--- config.mk ---
export PLATFORM = sky130hd
export DESIGN_NAME = irq_ctrl_nsrc_v1
export DESIGN_NICKNAME = d
export VERILOG_FILES = /design/src/rtl/irq_ctrl_nsrc_v1.sv
export SDC_FILE = /design/constraint.sdc
export NUM_CORES = 1
export LEC_CHECK = 0
export BUFFER_PORTS_ARGS = -buffer_cell sky130_fd_sc_hd__buf_2
export CAP_MARGIN = 5
export CORE_ASPECT_RATIO = 1.4
export CORE_UTILIZATION = 37
export DETAILED_ROUTE_END_ITERATION = 10
export GPL_TIMING_DRIVEN = 1
export PLACE_DENSITY = 0.85
export SYNTH_ARGS = -nofsm -noshare
export SYNTH_HDL_FRONTEND = slang
export SYNTH_SLANG_ARGS = --single-unit
--- constraint.sdc ---
create_clock -name sys_clk -period 3 [get_ports sys_clk]
set_input_delay 0.9 -clock sys_clk [delete_from_list [all_inputs] [get_ports sys_clk]]
set_output_delay 0.9 -clock sys_clk [all_outputs]
set_load 0.02 [all_outputs]
--- src/rtl/irq_ctrl_nsrc_v1.sv ---
`default_nettype none
// ============================================================================
//  Module      : irq_ctrl_nsrc_v1
//  Description : Interrupt controller for NUM_SRC peripheral event inputs.
//                It edge-detects each event and keeps a sticky pending flag
//                per source. Pending flags are masked by the SFR enable word.
//                The lowest enabled pending index is requested from the CPU
//                over an irq_req / irq_ack / irq_eoi handshake. The pending
//                word is mirrored to the SFR block via hw_up/hw_val.
//                Optional feature macro: IRQ_MISS_FLAG_EN adds sticky
//                missed-event flags (irq_miss port).
//  Revision    : 1.0 - initial release
// ============================================================================
module irq_ctrl_nsrc_v1 #(
    parameter int DATA_WIDTH = 32,
    parameter int NUM_SRC    = 8,
    localparam int ID_W      = (NUM_SRC > 1) ? $clog2(NUM_SRC) : 1
) (
    input  logic                  sys_clk,
    input  logic                  sys_rst_n,
    input  logic [NUM_SRC-1:0]    src_event,
    input  logic [DATA_WIDTH-1:0] irq_en,
    input  logic [DATA_WIDTH-1:0] irq_clr,
    input  logic                  irq_ack,
    input  logic                  irq_eoi,
    output logic                  irq_req,
    output logic [ID_W-1:0]       irq_id,
    output logic [DATA_WIDTH-1:0] hw_up_irq_pend,
    output logic [DATA_WIDTH-1:0] hw_val_irq_pend
`ifdef IRQ_MISS_FLAG_EN
    ,
    output logic [NUM_SRC-1:0]    irq_miss
`endif
);

    localparam logic [DATA_WIDTH-1:0] c_pend_mask = DATA_WIDTH'({NUM_SRC{1'b1}});

    typedef enum logic [1:0] {
        S_IDLE    = 2'd0,
        S_REQ     = 2'd1,
        S_SERVICE = 2'd2
    } state_t;

    state_t                r_state;
    logic                  r_irq_req;
    logic [ID_W-1:0]       r_irq_id;
    logic [NUM_SRC-1:0]    r_src_q;
    logic [NUM_SRC-1:0]    r_pend;
    logic [DATA_WIDTH-1:0] r_hw_up;

    logic [NUM_SRC-1:0]    w_rise;
    logic [NUM_SRC-1:0]    w_req_vec;
    logic [NUM_SRC-1:0]    w_clr;
    logic [NUM_SRC-1:0]    w_ack_clr;
    logic [ID_W-1:0]       w_sel_id;
    logic                  w_ack_take;
    logic                  w_unused_hi;

    // Only the low NUM_SRC bits of the SFR words carry meaning.
    assign w_unused_hi = ^{irq_en, irq_clr};

    assign w_rise     = src_event & ~r_src_q;
    assign w_req_vec  = r_pend & irq_en[NUM_SRC-1:0];
    assign w_clr      = irq_clr[NUM_SRC-1:0];
    assign w_ack_take = (r_state == S_REQ) && irq_ack;
    assign w_ack_clr  = w_ack_take ? (NUM_SRC'(1) << r_irq_id) : '0;

    // Lowest set index of the masked pending vector wins.
    always_comb begin
        w_sel_id = '0;
        for (int i = NUM_SRC - 1; i >= 0; i--) begin
            if (w_req_vec[i]) begin
                w_sel_id = ID_W'(i);
            end
        end
    end

    // Event edge-detect history.
    always_ff @(posedge sys_clk) begin
        if (!sys_rst_n) begin
            r_src_q <= '0;
        end else begin
            r_src_q <= src_event;
        end
    end

    // Sticky pending flags: a new rise beats any clear in the same cycle.
    always_ff @(posedge sys_clk) begin
        if (!sys_rst_n) begin
            r_pend <= '0;
        end else begin
            r_pend <= w_rise | (r_pend & ~(w_clr | w_ack_clr));
        end
    end

    // Request handshake FSM; request id is frozen until the CPU acks.
    always_ff @(posedge sys_clk) begin
        if (!sys_rst_n) begin
            r_state   <= S_IDLE;
            r_irq_req <= 1'b0;
            r_irq_id  <= '0;
        end else begin
            case (r_state)
                S_IDLE: begin
                    if (|w_req_vec) begin
                        r_state   <= S_REQ;
                        r_irq_req <= 1'b1;
                        r_irq_id  <= w_sel_id;
                    end
                end
                S_REQ: begin
                    if (irq_ack) begin
                        r_state   <= S_SERVICE;
                        r_irq_req <= 1'b0;
                    end
                end
                S_SERVICE: begin
                    if (irq_eoi) begin
                        r_state <= S_IDLE;
                    end
                end
                default: begin
                    r_state   <= S_IDLE;
                    r_irq_req <= 1'b0;
                end
            endcase
        end
    end

    // SFR update-enable word: held low in reset, then flags the used bits.
    always_ff @(posedge sys_clk) begin
        if (!sys_rst_n) begin
            r_hw_up <= '0;
        end else begin
            r_hw_up <= c_pend_mask;
        end
    end

    assign irq_req         = r_irq_req;
    assign irq_id          = r_irq_id;
    assign hw_up_irq_pend  = r_hw_up;
    assign hw_val_irq_pend = DATA_WIDTH'(r_pend);

`ifdef IRQ_MISS_FLAG_EN
    logic [NUM_SRC-1:0] r_miss;

    // Missed-event flags: a rise on an already pending source; set beats clear.
    always_ff @(posedge sys_clk) begin
        if (!sys_rst_n) begin
            r_miss <= '0;
        end else begin
            r_miss <= (w_rise & r_pend) | (r_miss & ~w_clr);
        end
    end

    assign irq_miss = r_miss;
`endif

endmodule
`default_nettype wire

==> flow_summary.json <==
{
  "clkLatencyLatePin_ps": 260,
  "syn_area_sq_mm": 0.001326,
  "power_frac_seq": 0.484,
  "synth-seq-area-share": 0.3472,
  "hold_violations": 0,
  "regArea_sq_um": 460.4,
  "die_x_um": 52.60,
  "outcome": "complete, no violations",
  "vias": 1084,
  "clkSinkCount": 23,
  "nets": 283,
  "hold_end": "r_pend[2]$_SDFF_PN0_",
  "n_antenna_cell": 0,
  "drive_above_1_share": 0.2621,
  "ff2ff_path_depth": 4,
  "drc": 0,
  "clock_skew_ps": 2.876,
  "startpoint": "irq_en[1]",
  "grt_use_total": 0.1273,
  "setup_viol": 0,
  "routed_wl_um": 2381,
  "die_h_um": 72.84,
  "num-fill-cells": 362,
  "synth-seq-cells": 23,
  "rr_endpoint": "r_state[0]$_SDFFE_PN0P_",
  "grt_pass1_vias": 885,
  "layout_common_cells": "conb_1, buf_2, nand2_1",
  "cts_buffers": 3,
  "synth.distinct_cells": 23,
  "core_sq_mm": 0.003410,
  "avgViaCountPerCell": 4.407,
  "yosys.area.top_type": "dfxtp_1",
  "grt_antenna_before_repair": 0,
  "synth-edff-count": 0,
  "post_cts_resized": 0,
  "crit_type": "primary input to register",
  "initial_utilization": 0.3890,
  "num_rows": 25,
  "area_delta_synth_final_pct": 6.509,
  "fin_crit_ps": 1882,
  "synth_area_leaders": "dfxtp_1, buf_4, nand2_1",
  "drv_cap": 0,
  "holdWs_ps": 412.9,
  "fmax_mhz": 531.3,
  "dp_hpwl_um": 1943,
  "end_kind": "register",
  "gp_congestion": 0.8577,
  "ys_warn_count": 0,
  "multiInputGateArea_sq_um": 584.3,
  "setup_tns_ps": 0,
  "wl_per_cell_um": 9.679,
  "crit_slowest_cell": "or4_4",
  "cellLeakagePower_nw": 0.7705,
  "h-tree-depth": 1,
  "layout_commonest_cell": "conb_1",
  "rsz0062_at_grt": "false",
  "cts_tree": "done",
  "min_path_cells": 1,
  "overflow": 0,
  "async_reset_ff_frac": 0,
  "first_pass_iters": 4,
  "holdCritStartpoint": "r_src_q[2]$_SDFF_PN0_",
  "cp.required_ps": 3150,
  "peakVddDrop_mv": 0.3993,
  "slew_viol_final": 0,
  "antenna_left": 0,
  "post-route-period-util": 0.6274,
  "cts.clk_slew.worst_paths_ps": 80,
  "r2r-start": "r_pend[0]$_SDFF_PN0_",
  "root_buffer": "clkbuf_8",
  "powerDensity_mw_per_mm2": 520.0,
  "ys.flop_type": "dfxtp_1",
  "ff2ff_setup_slack_ps": 1520,
  "cp-start-kind": "primary input",
  "cp_max_fo": 3,
  "cts_buffer_depth": 2,
  "power_frac_comb": 0.263,
  "p_sw_w": 0.0002509,
  "dieArea_sq_mm": 0.003831,
  "crit_path_max_incr_delay_ps": 560,
  "postCtsHoldBufs": 0,
  "path_cells": "buf_2 -> a22o_1 -> or4_4 -> nand2_1 -> a21boi_0",
  "port_buffers": 47,
  "clkPwrFrac": 0.253,
  "netlist.area_leader.share": 0.3472,
  "crit_arrival_ps": 2030,
  "intPower_w": 0.0004837,
  "switching_share": 0.3415,
  "dr.first_iter.drc_count": 22,
  "grt_max_degree": 25,
  "avgSynthCellArea_sq_um": 8.038,
  "ios": 144,
  "hp-class": "register to register",
  "cts_setup_buffers": 0,
  "grt_pass1_wl_um": 3636,
  "synthesis.instances": 165
}
-- cell families (layout without fill, tap and decap cells) --
family / after synthesis / in the layout / share of synthesized area
simple gates: 46 / 46 / 0.1472
buf+inv: 67 / 61 / 0.3453
other cells: 1 / 48 / 0.002827
compound gates: 28 / 28 / 0.1576
flops: 23 / 23 / 0.3472
-- state kept, by name, indices dropped and copies added (netlist names) --
register        cells
r_pend              8
r_src_q             8
irq_id              3
r_state             2
hw_up_irq_pend      1
irq_req             1
-- final cells by class --
cell class | count | share of cell area
timing repair buffer | 47 | 0.1665
clock buffer | 4 | 0.03189
tap | 40 | 0.03543
multi-input combinational | 122 | 0.4136
sequential | 23 | 0.3260
inverter | 10 | 0.02657
-- through the flow --
step	std cells	utilization	instance area [sq um]	total power, W	worst slack [ps]
detailed placement	242	0.4011	1368	0.0005550	843.7
floorplan	212	-	1503	0.0005523	1000
finish	246	0.4143	1413	0.0007346	1118
CTS	246	0.4143	1413	0.0007443	1124
global route	246	0.4143	1413	0.0007789	1054
global placement	242	0.4011	1368	0.0005504	865.1
-- worst max path at each step --
stage / cells after the start / slack [ps] / to
global route: 5 / 1050 / r_state[0]$_SDFFE_PN0P_
finish: 5 / 1120 / r_state[0]$_SDFFE_PN0P_
global placement: 4 / 870 / irq_id[0]$_SDFFE_PN0P_
CTS: 5 / 1120 / r_state[0]$_SDFFE_PN0P_
detailed placement: 5 / 840 / irq_req$_SDFFE_PN0P_
floorplan: 3 / 1000 / irq_id[0]$_SDFFE_PN0P_
-- worst max-delay path: cells and delay by family --
kind / cells / cell delay [ps]
AND/OR/NAND/NOR: 2 / 690
AO/OA/AOI/OAI: 2 / 340
buffers and inverters: 1 / 110
-- cell usage after synthesis (2+ instances only) --
| cell type | count |
|---|---|
| a21boi_0 | 2 |
| a21oi_1 | 4 |
| a22o_1 | 3 |
| a32oi_1 | 2 |
| buf_4 | 55 |
| clkbuf_1 | 2 |
| dfxtp_1 | 23 |
| inv_1 | 10 |
| nand2_1 | 30 |
| nor2_1 | 9 |
| nor3_1 | 2 |
| o21ai_0 | 5 |
| o32ai_1 | 8 |
-- power groups by stage --
stage	Sequential (W)	Combinational, W	Clock [W]
after detailed placement	0.000362	0.000193	0
after global placement	0.000361	0.000190	0
after CTS	0.000355	0.000193	0.000196
after global routing	0.000359	0.000215	0.000205
final	0.000355	0.000193	0.000186
after floorplan	0.000378	0.000174	0
-- per-layer routing --
layer | part of all wire | GRT usage
met5 | 0 | 0
met4 | 0.042 | 0.08772
met3 | 0.072 | 0.02083
met2 | 0.50 | 0.2194
met1 | 0.38 | 0.1370
Power figures use the tool's default switching activity.
